==> src/rtl/fifo_stream_pkg.sv <==
// Shared definitions for the FIFO stream reader: occupancy encoding and default sizes.
package fifo_stream_pkg;

  localparam int DEFAULT_WIDTH = 8;
  localparam int DEFAULT_CW    = 16;

  // Occupancy of the 2-entry output buffer; the encoding 3 is never produced.
  typedef enum logic [1:0] {
    OCC_EMPTY = 2'd0,
    OCC_ONE   = 2'd1,
    OCC_TWO   = 2'd2
  } occ_e;

endpackage

==> src/rtl/skid_buffer2.sv <==
// Two-entry in-order buffer: e0 is the head presented downstream, e1 the overflow slot.
// push writes the first free slot after any pop shift; flush empties it.
module skid_buffer2
  import fifo_stream_pkg::*;
#(
  parameter int WIDTH = DEFAULT_WIDTH
) (
  input  logic             clk,
  input  logic             rst,
  input  logic             push,
  input  logic [WIDTH-1:0] push_data,
  input  logic             pop,
  input  logic             flush,
  output occ_e             occ,
  output logic [WIDTH-1:0] head
);

  logic [WIDTH-1:0] e0, e1;
  logic [WIDTH-1:0] e0_next, e1_next;
  occ_e             occ_next;

  assign head = e0;

  // Next occupancy and slot contents from push/pop/flush.
  always_comb begin
    // NOTE: every combinational output gets a default first so no path leaves it unassigned (no latch).
    occ_next = occ;
    e0_next  = e0;
    e1_next  = e1;
    if (flush) begin
      occ_next = OCC_EMPTY;
    end else begin
      occ_next = occ_e'(occ + {1'b0, push} - {1'b0, pop});
      if (pop && occ == OCC_TWO) e0_next = e1;
      if (push) begin
        if (occ_next == OCC_ONE) e0_next = push_data;
        else                     e1_next = push_data;
      end
    end
  end

  // State register with synchronous active-low reset.
  always_ff @(posedge clk) begin
    // NOTE: sequential state uses non-blocking assignments so all registers update from pre-edge values.
    if (!rst) begin
      occ <= OCC_EMPTY;
      // NOTE: the data slots are reset too, so out_data is a known zero after reset.
      e0  <= '0;
      e1  <= '0;
    end else begin
      occ <= occ_next;
      e0  <= e0_next;
      e1  <= e1_next;
    end
  end

endmodule

==> src/rtl/fifo_stream_reader.sv <==
// Read-side controller for a show-ahead FIFO: pops only when legal and room exists,
// presents words as a valid/ready stream and counts completed transfers (saturating).
module fifo_stream_reader
  import fifo_stream_pkg::*;
#(
  parameter int WIDTH = DEFAULT_WIDTH,
  parameter int CW    = DEFAULT_CW
) (
  input  logic             clk,
  input  logic             rst,
  input  logic             fifo_empty,
  input  logic [WIDTH-1:0] fifo_data,
  output logic             fifo_pop,
  output logic             out_valid,
  output logic [WIDTH-1:0] out_data,
  input  logic             out_ready,
  input  logic             flush,
  output logic [CW-1:0]    word_count
);

  occ_e occ;
  logic xfer;

  // Pop depends only on registered occupancy, never on out_ready, so there is no
  // combinational path from the downstream handshake back into the FIFO.
  assign fifo_pop  = rst & ~flush & ~fifo_empty & (occ != OCC_TWO);
  assign out_valid = (occ != OCC_EMPTY);
  assign xfer      = out_valid & out_ready;

  skid_buffer2 #(.WIDTH(WIDTH)) u_buf (
    .clk       (clk),
    .rst       (rst),
    .push      (fifo_pop),
    .push_data (fifo_data),
    .pop       (xfer),
    .flush     (flush),
    .occ       (occ),
    .head      (out_data)
  );

  // Delivered-word counter; a transfer in a flush cycle still counts.
  always_ff @(posedge clk) begin
    if (!rst) begin
      word_count <= '0;
    end else if (xfer && word_count != {CW{1'b1}}) begin
      word_count <= word_count + 1'b1;
    end
  end

endmodule

==> config.mk <==
export PLATFORM = sky130hd
export DESIGN_NAME = fifo_stream_reader
export DESIGN_NICKNAME = d
export VERILOG_FILES = /design/src/rtl/fifo_stream_pkg.sv /design/src/rtl/skid_buffer2.sv /design/src/rtl/fifo_stream_reader.sv
export SDC_FILE = /design/constraint.sdc
export NUM_CORES = 1
export LEC_CHECK = 0
export ABC_AREA = 1
export CAP_MARGIN = 20
export CORE_MARGIN = 2
export CORE_UTILIZATION = 45
export CTS_CLUSTER_SIZE = 24
export DETAILED_ROUTE_END_ITERATION = 8
export GPL_TIMING_DRIVEN = 0
export PLACE_DENSITY = 0.84
export SYNTH_ARGS = -nofsm -noshare
export SYNTH_HDL_FRONTEND = slang
export SYNTH_SLANG_ARGS = --single-unit
==> constraint.sdc <==
create_clock -name clk -period 1.9 [get_ports clk]
set_input_delay 0.19 -clock clk [delete_from_list [all_inputs] [get_ports clk]]
set_output_delay 0.19 -clock clk [all_outputs]
set_load 0.02 [all_outputs]
-- Yosys cells after proc, flatten, opt, wreduce, memory -nomap -nowiden
Cells that the tools add are included.
- reductions and logical operators: 5
- muxes and demuxes: 3
- add/sub/neg operators: 3
- equality and inequality tests: 4
- bitwise gates (word level): 8
- operators by type and width (cell ; number):
    $mux 8 ; 3
    $add 16x1->16 const B ; 1
    $ne 16x16->1 const B ; 1
    $and 1x1->1 ; 4
    $not 1->1 ; 4
    $reduce_and 3->1 ; 1
    $add 2x1->2 ; 1
    $eq 2x1->1 const B ; 1
    $eq 2x2->1 const B ; 1
    $logic_and 1x1->1 ; 2
    $ne 2x2->1 const B ; 1
    $reduce_bool 2->1 ; 1
    $reduce_or 2->1 ; 1
    $sub 2x1->2 ; 1
- register bits: 34

-- Longest topological paths before layout
Gate-level depths: netlist (run 1).
- depth in word-level cells: 9
- depth in mapped cells: 9
- gate-level depth less buffers: 8

-- Cells and area by module
Synthesis (run 1) repeated with hierarchy kept, for this count alone.
- cells, all modules: 328
- area, all modules: 2174.6 um^2
- modules (own cells, without submodules) (module ; cells an instance ; area each (um^2) ; seq. area each (um^2) ; instances):
    skid_buffer2 ; 163 ; 1149.9 ; 360.3 ; 1
    fifo_stream_reader ; 165 ; 1024.7 ; 320.3 ; 1

-- Least setup slack after synthesis (run 1)
OpenSTA, ideal clock, no wires.
- path type: flip-flop to flip-flop
- start point: reg word_count[0]
- end point: reg word_count[3]
- cell stages (with the launch flop): 10
- clock period less this slack: 1672 ps
- arrival: 1539 ps
- path buffers: 1
- path slack: 228 ps
- required time: 1768 ps
- cell sequence: dfxtp_1 -> ha_1 -> nand3_2 -> nor2_4 -> nand3b_2 -> nand2_2 -> nand2_2 -> buf_6 -> nand2_1 -> a21oi_1
- word-level cells in the longest chain between the ends: 2
- elaborated cells on any way between the ends: 3
- classes of those cells: add/sub (1); eq/ne (1); reduce/logical (1)
- RTL lines (item ; line ; RTL):
    start: declaration ; fifo_stream_reader.sv:18 ; output logic [CW-1:0] word_count
    start signal: assignment ; fifo_stream_reader.sv:46 ; word_count <= word_count + 1'b1;
    branches (longest 2 deep; another with $add 16x1->16) ; - ;
Parallel ways; which one is timed is not known.
A chain may end at the register's enable or synchronous reset.

-- Worst setup path in the final report (run 1)
- start point: reg word_count[0]
- end point: reg word_count[5]
Same word-level chain as after synthesis.

==> reports/results.txt, run 1 <==
Register Area = 681 sq um
max capacitance violation total = 0
Multi-input gate area = 978 sq um
half-perimeter wire length of the detailed placement result = 3.18 mm
grt total ovfl = 0
share of layout cells above drive strength 1 = 9.55%
area share of the largest cell type after synthesis = 37.6%
DP Area = 2250 sq um
vias after detailed routing = 1874
Post-Synthesis Cell Area = 1810 sq um
DIE WIDTH = 67.4 microns
main flop type after synthesis = sky130_fd_sc_hd__dfxtp_1
area of the die = 4540 sq um
Critical Path RT = 2060 ps
final count of hold timing violations = 0
timing startpoint of the critical path = word_count[0]$_SDFFE_PN0P_
highest-count cells in the layout ignoring fill and taps = sky130_fd_sc_hd__nand2_1 (71), sky130_fd_sc_hd__clkdlybuf4s50_1 (37), sky130_fd_sc_hd__dfxtp_1 (34)
remaining routing DRC violations = 0
post-synthesis net count = 282
number of DRC violations after detailed-routing iteration 0 = 151
final setup vio count = 0
Starting Density = 45.9%
Skew-Pair Late Insertion Delay = 290 ps
routed wirelength normalized by instance count = 11.7 microns
origin of the critical flop-to-flop path = word_count[0]$_SDFFE_PN0P_
number of diodes added for antenna fixing = 0
proportion of synthesized chip area in sequential cells = 37.6%
total wirelength of the detailed-routed design = 4.24 mm
Arr. time, crit path = 1940 ps
core outline area = 3940 sq um
Worst Skew = 4.48 ps
number of setup buffers added after CTS = 0
maximum clock path buffer count = 2
number of optimization iterations in the first detailed-route pass = 4
GRT Resource Usage Total = 20.4%
leading cell type in the layout, fill and taps excluded = sky130_fd_sc_hd__nand2_1
synth top area cells = sky130_fd_sc_hd__dfxtp_1 (38%), sky130_fd_sc_hd__nand2_1 (15%), sky130_fd_sc_hd__a21oi_1 (6.4%)
pin count of the biggest net entering global routing = 12
type of the setup path with the least slack = register to register
power density over the cells = 600 nW/um^2
leakage power = 0.855 nW
share of flip-flops with an asynchronous set or reset = 0%
Avg Vias per Cell = 5.15
total clock buffers created by CTS = 5
Post-synth EDFFs = 0
IR drop worst, VDD = 0.529 mV
die height = 67.4 microns
leading area contributor after synthesis = sky130_fd_sc_hd__dfxtp_1
final worst-path cycle share = 93.4%
count of port buffers added during placement = 38
classification of the worst-slack hold path = register to register
first-pass GRT wire length = 7.05 mm
overall power after layout = 0.00141 W
via count of the first global-routing pass = 1618
row count = 23
type of destination of the critical path = register
number of resized instances in the post-cts repair step = 1
Unique masters post-synth = 31
weighted congestion reported at the end of routability-driven placement = 0.950
status = finished clean
instance count of the mapped netlist = 268
upper clock frequency limit = 0.563 GHz
total I/O pin count = 39
H-Tree Depth = 2
area overhead of the layout relative to synthesis = 29.7%
initial antenna violation count = 0
Sink Count = 34
highest net fanout along the worst path = 10
total count of max-transition violations in the final report = 0
remaining antenna violation count = 0
Synth Warn # = 0
Slew headroom = 61.6%
startpoint kind of the worst setup timing path = register
number of filler instances in the final layout = 389
Post-Synthesis Mean Instance Area = 6.75 sq um
Clock Pin Slew Worst Setup and Hold Paths = 70 ps
setup repair after global routing missed its margin = false
TritonCTS clock tree = built
Layout Nets = 327
final design area excluding fillers = 2340 sq um
Final Critical Period = 1770 ps
source of the worst hold timing path = u_buf.e1[6]$_SDFFE_PN0P_
root buf cell = sky130_fd_sc_hd__clkbuf_8
transition at the pin with the smallest max-transition slack = 574 ps
number of buffers added to fix hold violations after cts = 0
synthesized flop and latch total = 34
-- power breakdown --
part	switching [W]	internal [W]	leakage [nW]
Clock	0.000275	0.000291	0.0472
Combinational	0.0000609	0.0000532	0.533
Sequential	0.00000659	0.000720	0.274
Total	0.000343	0.00106	0.855
-- cells by family (layout without fill, tap and decap cells) --
logic type                 count (synthesis)  count (layout)  synth area share (%)
buffers and inverters                     34              80                  8.24
adders and majority gates                  1               1                 0.692
xor gates and xnor gates                   6               6                  2.91
DFF                                       34              34                  37.6
AOI/OAI and AO/OA                         55              55                  16.5
and+or+nand+nor                          138             138                  34.0
-- layer usage --
metal  share of wire [%]  vias up  GRT usage [%]  routed length, microns
met5                   0        -              0                       0
met4                 1.4        0           7.40                      60
met3                 4.8        7           4.33                     204
met2                  50       52           35.8                    2140
met1                  43      852           24.6                    1840
li1                    -      963              -                       -
-- critical path, cell delays in order (launching register included) --
cell	delay [ps]
sky130_fd_sc_hd__dfxtp_1	460
sky130_fd_sc_hd__ha_1	250
sky130_fd_sc_hd__nand3_2	150
sky130_fd_sc_hd__nor2_4	170
sky130_fd_sc_hd__nand3b_2	110
sky130_fd_sc_hd__nand2_2	140
sky130_fd_sc_hd__nand2_2	100
sky130_fd_sc_hd__buf_6	150
sky130_fd_sc_hd__nand2_1	60
sky130_fd_sc_hd__a21oi_1	60
-- Yosys cell counts (3+ instances only) --
| cell | count |
|---|---|
| sky130_fd_sc_hd__a21oi_1 | 23 |
| sky130_fd_sc_hd__dfxtp_1 | 34 |
| sky130_fd_sc_hd__inv_1 | 25 |
| sky130_fd_sc_hd__nand2_1 | 71 |
| sky130_fd_sc_hd__nand2_2 | 5 |
| sky130_fd_sc_hd__nand3_1 | 20 |
| sky130_fd_sc_hd__nand4_1 | 3 |
| sky130_fd_sc_hd__nor2_1 | 25 |
| sky130_fd_sc_hd__nor2_2 | 3 |
| sky130_fd_sc_hd__nor3_1 | 3 |
| sky130_fd_sc_hd__o211ai_1 | 5 |
| sky130_fd_sc_hd__o21ai_0 | 23 |
| sky130_fd_sc_hd__xnor2_1 | 3 |
| sky130_fd_sc_hd__xor2_1 | 3 |
-- registers in the layout (all words and copies together) (netlist names) --
| register | flops |
|---|---|
| word_count | 16 |
| u_buf.e1 | 8 |
| u_buf.occ | 2 |
| u_buf.head | 8 |
-- metrics by stage --
stage          cells  setup WS (ps)  util, %  TNS, ps  hold WS [ps]
2_1_floorplan    268            228        -        0           374
3_3_place_gp     356           -147     57.1     -147           440
3_5_place_dp     356           -154     57.1     -154           440
4_1_cts          364            127     59.5        0           453
5_1_grt          364           2.90     59.5        0           465
6_report         364            125     59.5        0           452
-- cell type report --
| class | count | area share [%] |
|---|---|---|
| Tap cell | 50 | 2.67 |
| Multi-Input combinational cell | 200 | 41.7 |
| Sequential cell | 34 | 29.0 |
| Clock inverter | 2 | 0.534 |
| Clock buffer | 6 | 3.52 |
| Inverter | 26 | 4.16 |
| Buffer | 8 | 2.19 |
| Timing Repair Buffer | 38 | 16.2 |
-- worst paths after layout --
path | to | slack [ps] | cells after the start
min | u_buf.e1[6]$_SDFFE_PN0P_ | 450 | 2
min reg2reg | u_buf.e1[6]$_SDFFE_PN0P_ | 450 | 2
max | word_count[5]$_SDFFE_PN0P_ | 130 | 9
max reg2reg | word_count[5]$_SDFFE_PN0P_ | 130 | 9
Note: power is estimated with default switching activity, not from simulation.
==> run 2: changes to the inputs <==
--- a/config.mk
+++ b/config.mk
@@ -8,11 +8,11 @@
 export ABC_AREA = 1
 export CAP_MARGIN = 20
 export CORE_MARGIN = 2
-export CORE_UTILIZATION = 45
+export CORE_UTILIZATION = 35
 export CTS_CLUSTER_SIZE = 24
 export DETAILED_ROUTE_END_ITERATION = 8
 export GPL_TIMING_DRIVEN = 0
-export PLACE_DENSITY = 0.84
+export PLACE_DENSITY = 0.71
 export SYNTH_ARGS = -nofsm -noshare
 export SYNTH_HDL_FRONTEND = slang
 export SYNTH_SLANG_ARGS = --single-unit
==> reports/results.txt, run 2 (synthesized netlist as in run 1, its figures left out) <==
status = finished clean
number of DRC violations after detailed-routing iteration 0 = 101 (-33%)
number of optimization iterations in the first detailed-route pass = 4 (unchanged)
met3 capacity usage during global routing = 5.69% (+1.4 points)
leading cell type in the layout, fill and taps excluded = sky130_fd_sc_hd__nand2_1
leakage power = 0.876 nW (+2.5%)
DIE WIDTH = 75.9 microns (+13%)
share of layout cells above drive strength 1 = 9.87% (+0.32 points)
maximum clock path buffer count = 2 (unchanged)
Largest register FFs = 16 (unchanged)
root buf cell = sky130_fd_sc_hd__clkbuf_8
initial antenna violation count = 0 (unchanged)
global routing usage on met1 = 20.4% (-4.2 points)
internal power = 0.00130 W (+22%)
area overhead of the layout relative to synthesis = 33.5%
number of buffers added to fix hold violations after cts = 0 (unchanged)
IR drop worst, VDD = 0.465 mV (-12%)
number of diodes added for antenna fixing = 0 (unchanged)
P_sw = 0.000364 W (+6.0%)
via count of the first global-routing pass = 1724 (+6.6%)
combinational share of power = 6.9% (-1.2 points)
remaining antenna violation count = 0 (unchanged)
count of port buffers added during placement = 38 (unchanged)
sequential share of power = 43.7% (-7.9 points)
fraction of met2 tracks used by global routing = 29.8% (-6.0 points)
final design area excluding fillers = 2410 sq um (+2.9%)
Skew-Pair Late Insertion Delay = 300 ps (about the same)
power density over the cells = 689 nW/um^2 (+15%)
total wirelength of the detailed-routed design = 4.42 mm (+4.1%)
TritonCTS clock tree = built
number of cells traversed by the worst hold path = 2 (unchanged)
routed wirelength normalized by instance count = 11.5 microns (-1.3%)
placement-stage worst setup slack = -142 ps (+12.1 ps)
first-pass GRT wire length = 7.58 mm (+7.4%)
Starting Density = 35.9% (-10 points)
pin count of the biggest net entering global routing = 13 (+1)
grt peak-use layer = met2
type of the setup path with the least slack = primary input to output port
Avg Vias per Cell = 4.91 (-4.6%)
final count of hold timing violations = 0 (unchanged)
Sink Count = 34 (unchanged)
Critical Path RT = 1710 ps (-350 ps)
setup slack after layout = 146 ps (+21.0 ps)
vias after detailed routing = 1887 (+0.69%)
Slew headroom = 64.8% (+3.3 points)
total clock buffers created by CTS = 5 (unchanged)
GRT Resource Usage Total = 17.4% (-3.1 points)
final worst-path cycle share = 92.3% (-1.1 points)
setup repair after global routing missed its margin = false
setup TNS after final layout = 0 ps (unchanged)
Layout Nets = 327 (unchanged)
number of filler instances in the final layout = 515 (+32%)
grt total ovfl = 0 (unchanged)
remaining routing DRC violations = 0 (unchanged)
DP Area = 2280 sq um (+1.1%)
type of destination of the critical path = output port
total count of max-transition violations in the final report = 0 (unchanged)
highest-count cells in the layout ignoring fill and taps = sky130_fd_sc_hd__nand2_1 (71), sky130_fd_sc_hd__clkdlybuf4s50_1 (37), sky130_fd_sc_hd__dfxtp_1 (33)
cell breakdown of the critical path = clkdlybuf4s50_1, nand2_2, nor3_2, dlygate4sd2_1
H-Tree Depth = 2 (unchanged)
die height = 75.9 microns (+13%)
delay contributed by the slowest stage of the critical path = 550 ps (+90 ps)
weighted congestion reported at the end of routability-driven placement = 0.840 (-11%)
upper clock frequency limit = 0.570 GHz (+1.2%)
master of the slowest instance on the critical path = sky130_fd_sc_hd__clkdlybuf4s50_1
number of setup buffers added after CTS = 0 (unchanged)
Register Area = 682 sq um (+0.18%)
Most flops, register = word_count
transition at the pin with the smallest max-transition slack = 525 ps (-48.7 ps)
switching part of the total power = 21.9% (-2.5 points)
final core utilization = 47.9% (-12 points)
worst reg2reg path depth = 9 (unchanged)
final setup vio count = 0 (unchanged)
classification of the worst-slack hold path = register to register
area of the die = 5760 sq um (+27%)
Multi-input gate area = 978 sq um (unchanged)
Worst Skew = 7.24 ps (+2.76 ps)
total I/O pin count = 39 (unchanged)
Final Hold Slack = 456 ps (+3.86 ps)
Arr. time, crit path = 1560 ps (-380 ps)
Final Critical Period = 1750 ps (-21.0 ps)
half-perimeter wire length of the detailed placement result = 3.32 mm (+4.4%)
max capacitance violation total = 0 (unchanged)
startpoint kind of the worst setup timing path = primary input
core outline area = 5040 sq um (+28%)
Clk network pwr share = 49.4% (+9.1 points)
row count = 26 (+13%)
Clock Pin Slew Worst Setup and Hold Paths = 80 ps (about the same)
highest net fanout along the worst path = 9 (-1)
run 2: final timing paths:
kind                                                 start                    endpoint  slack, ps
worst min register to register    u_buf.e1[0]$_SDFFE_PN0P_    u_buf.e1[0]$_SDFFE_PN0P_        460
worst max register to register  word_count[0]$_SDFFE_PN0P_  word_count[6]$_SDFFE_PN0P_        240
worst max-delay path                                   rst                    fifo_pop        150
worst min-delay path              u_buf.e1[0]$_SDFFE_PN0P_    u_buf.e1[0]$_SDFFE_PN0P_        460
run 2: power by group through the flow:
| stage | clock [W] | sequential (W) | combinational, W |
|---|---|---|---|
| after floorplan | 0 | 0.000751 | 0.0000479 |
| after global routing | 0.000871 | 0.000728 | 0.000127 |
| after CTS | 0.000837 | 0.000726 | 0.000115 |
| after global placement | 0 | 0.000743 | 0.000114 |
| after detailed placement | 0 | 0.000743 | 0.000115 |
| final | 0.000821 | 0.000727 | 0.000115 |
run 2: metrics by stage:
step	cells	power, W
floorplan	268	0.000799
global placement	376	0.000857
detailed placement	376	0.000858
CTS	384	0.00168
global route	384	0.00173
finish	384	0.00166
run 2: what timing repair did:
| item | in CTS | in global routing |
|---|---|---|
| resized for setup | 1 | 1 |
| setup endpoints to repair | 1 | 9 |
| pin swaps | 0 | 0 |
run 2: final cells by class:
cell class	count	area share (%)
Sequential cell	34	28.3
Tap cell	70	3.63
Multi-Input combinational cell	200	40.5
Clock inverter	3	2.85
Timing Repair Buffer	38	15.7
Clock buffer	5	2.85
Inverter	26	4.04
Buffer	8	2.13
run 2: metal layers:
| layer | vias up | routed length, microns |
|---|---|---|
| li1 | 964 | - |
| met4 | 0 | 55 |
| met3 | 7 | 310 |
| met5 | - | 0 |
| met2 | 63 | 2110 |
| met1 | 853 | 1940 |
run 2: worst max-delay path, delay by kind of cell:
family	cells	cell delay, ps
buf+inv	2	920
simple gates	2	450
==> run 3: changes to the inputs <==
--- a/config.mk
+++ b/config.mk
@@ -5,14 +5,15 @@
 export SDC_FILE = /design/constraint.sdc
 export NUM_CORES = 1
 export LEC_CHECK = 0
-export ABC_AREA = 1
 export CAP_MARGIN = 20
 export CORE_MARGIN = 2
 export CORE_UTILIZATION = 35
 export CTS_CLUSTER_SIZE = 24
 export DETAILED_ROUTE_END_ITERATION = 8
 export GPL_TIMING_DRIVEN = 0
+export HOLD_SLACK_MARGIN = 0.12
 export PLACE_DENSITY = 0.71
+export SLEW_MARGIN = 20
 export SYNTH_ARGS = -nofsm -noshare
 export SYNTH_HDL_FRONTEND = slang
 export SYNTH_SLANG_ARGS = --single-unit
==> reports/results.txt, run 3 <==
total clock buffers created by CTS = 5 (unchanged)
final count of hold timing violations = 0 (unchanged)
IR drop worst, VDD = 0.240 mV (-48%)
Unique masters post-synth = 43 (+39%)
remaining routing DRC violations = 0 (unchanged)
GRT Resource Usage Total = 15.9% (-1.5 points)
synthesized flop and latch total = 34 (unchanged)
first-pass GRT wire length = 6.65 mm (-12%)
cell breakdown of the critical path = buf_2, or2_2, clkdlybuf4s50_1
Sink Count = 34 (unchanged)
Post-Synthesis Cell Area = 1720 sq um (-4.6%)
overall power after layout = 0.00139 W (-17%)
Critical Path RT = 1710 ps (about the same)
count of port buffers added during placement = 35 (-7.9%)
type of destination of the critical path = output port
Largest register FFs = 16 (unchanged)
classification of the worst-slack hold path = primary input to register
area share of the largest cell type after synthesis = 39.5% (+1.8 points)
area overhead of the layout relative to synthesis = 32.0%
Skew-Pair Late Insertion Delay = 280 ps (-20 ps)
TritonCTS clock tree = built
Layout Nets = 262 (-20%)
Most flops, register = word_count
leakage power = 0.833 nW (-5.0%)
Final Instance Count excl. Fillers = 314 (-18%)
initial antenna violation count = 0 (unchanged)
area of the die = 5500 sq um (-4.4%)
number of DRC violations after detailed-routing iteration 0 = 71 (-30%)
final worst-path cycle share = 93.8% (+1.5 points)
main flop type after synthesis = sky130_fd_sc_hd__dfxtp_1
total wirelength of the detailed-routed design = 4.10 mm (-7.3%)
vias after detailed routing = 1667 (-12%)
pin count of the biggest net entering global routing = 11 (-2)
number of optimization iterations in the first detailed-route pass = 4 (unchanged)
instance count of the mapped netlist = 205 (-24%)
core outline area = 4720 sq um (-6.3%)
share of flip-flops with an asynchronous set or reset = 0% (unchanged)
synth top area cells = sky130_fd_sc_hd__dfxtp_1 (39%), sky130_fd_sc_hd__mux2i_1 (7.0%), sky130_fd_sc_hd__nand2_1 (5.2%)
share of synthesized area spent on multiplexers = 6.97% (+7.0 points)
row count = 25 (-3.8%)
Slew headroom = 63.2% (-1.7 points)
proportion of synthesized chip area in sequential cells = 39.5% (+1.8 points)
Post-synth EDFFs = 0 (unchanged)
DP Area = 2160 sq um (-5.2%)
status = finished clean
half-perimeter wire length of the detailed placement result = 2.95 mm (-11%)
grt total ovfl = 0 (unchanged)
Cell Count Post-Placement = 307 (-18%)
share of the synthesized area in compound gates (AO/OA/AOI/OAI) = 15.6% (-0.87 points)
final setup vio count = 0 (unchanged)
Synth top cells by count = sky130_fd_sc_hd__dfxtp_1 (34), sky130_fd_sc_hd__nand2_1 (24), sky130_fd_sc_hd__nor2_1 (21), sky130_fd_sc_hd__mux2i_1 (12), sky130_fd_sc_hd__nand3_1 (12)
highest net fanout along the worst path = 10 (+1)
Final Critical Period = 1780 ps (+28.1 ps)
remaining antenna violation count = 0 (unchanged)
type of the setup path with the least slack = register to output port
root buf cell = sky130_fd_sc_hd__clkbuf_8
main combinational cell family by area after synthesis = simple AND/OR/NAND/NOR gates
area fraction in and, or, nand and nor cells after synthesis = 31.5% (-2.6 points)
Starting Density = 36.5% (+0.65 points)
total I/O pin count = 39 (unchanged)
master of the slowest instance on the critical path = sky130_fd_sc_hd__clkdlybuf4s50_1
leading area contributor after synthesis = sky130_fd_sc_hd__dfxtp_1
Synth Warn # = 0 (unchanged)
H-Tree Depth = 2 (unchanged)
DIE WIDTH = 74.2 microns (-2.2%)
transition at the pin with the smallest max-transition slack = 553 ps (+27.4 ps)
startpoint kind of the worst setup timing path = register
area share of fa/ha/maj cells after synthesis = 0.726% (+0.034 points)
Post-Synthesis Mean Instance Area = 8.41 sq um (+25%)
number of diodes added for antenna fixing = 0 (unchanged)
routed wirelength normalized by instance count = 13.0 microns (+13%)
delay contributed by the slowest stage of the critical path = 540 ps (about the same)
xor and xnor area share after synthesis = 0.508% (-2.4 points)
weighted congestion reported at the end of routability-driven placement = 0.762 (-9.3%)
Avg Vias per Cell = 5.31 (+8.0%)
setup TNS after final layout = 0 ps (unchanged)
Arr. time, crit path = 1590 ps (+30 ps)
power density over the cells = 609 nW/um^2 (-12%)
most frequent cell after synthesis = sky130_fd_sc_hd__dfxtp_1
max capacitance violation total = 0 (unchanged)
die height = 74.2 microns (-2.2%)
Worst Skew = 3.45 ps (-3.79 ps)
post-synthesis net count = 219 (-22%)
maximum clock path buffer count = 2 (unchanged)
share of layout cells above drive strength 1 = 10.5% (+0.65 points)
number of buffers added to fix hold violations after cts = 0 (unchanged)
final design area excluding fillers = 2280 sq um (-5.7%)
setup repair after global routing missed its margin = true
Clock Pin Slew Worst Setup and Hold Paths = 70 ps (about the same)
upper clock frequency limit = 0.561 GHz (-1.6%)
total count of max-transition violations in the final report = 0 (unchanged)
highest-count cells in the layout ignoring fill and taps = sky130_fd_sc_hd__clkdlybuf4s50_1 (34), sky130_fd_sc_hd__dfxtp_1 (34), sky130_fd_sc_hd__nand2_1 (24)
via count of the first global-routing pass = 1435 (-17%)
[run 3: logic make-up after synthesis]
kind of cell	count (synthesis)
mux	12
compound gates	37
fa+ha+maj	1
buf+inv	18
simple gates	102
flops	34
xor+xnor	1
[run 3: worst paths after layout]
kind                                          startpoint                          end  slack, ps  cells past startpoint
worst max-delay path             u_buf.occ[0]$_SDFF_PP0_                    out_valid        120                      3
worst min-delay path                               flush   u_buf.head[4]$_SDFFE_PN0N_        180                      3
worst max register to register   u_buf.occ[0]$_SDFF_PP0_  word_count[15]$_SDFFE_PN0P_        120                      6
worst min register to register  u_buf.e1[3]$_SDFFE_PN0P_     u_buf.e1[3]$_SDFFE_PN0P_        500                      2
[run 3: layer usage]
layer	wire, microns	up-vias	share of wire (%)	global-route usage (%)
met3	203	9	5.0	4.47
met1	1910	783	47	20.7
li1	-	837	-	-
met4	98	0	2.4	8.08
met5	0	-	0	0
met2	1890	38	46	23.9
[run 3: per-stage QoR]
stage	hold slack (ps)	utilization (%)	setup WS, ps
finish	178	48.2	118
global route	174	48.2	-44.7
CTS	169	47.6	15.8
global placement	464	45.7	-73.1
floorplan	334	-	164
detailed placement	475	45.7	-97.5
[run 3: final cells by class]
cell class,count,area (sq um)
fill,468,2450
multi-input combinational,153,976
sequential,34,681
timing repair buffer,36,360
tap,67,83.8
clock buffer,6,82.6
buffer,13,73.8
inverter,5,18.8
[run 3: repair_timing]
action                     in CTS  in global routing
pin swaps                       0                  1
resized for setup               1                  5
setup endpoints to repair       1                 13
setup buffers                   0                  1
[run 3: critical path, delay by kind of cell, from the launching register on]
| kind | cells | cell delay [ps] |
|---|---|---|
| and+or+nand+nor | 1 | 310 |
| buffers and inverters | 2 | 700 |
| DFF | 1 | 300 |
[run 3: where the power goes]
part | internal, W | switching [W]
Combinational | 0.0000651 | 0.0000684
Sequential | 0.000722 | 0.00000680
Clock | 0.000279 | 0.000245
Total | 0.00107 | 0.000320
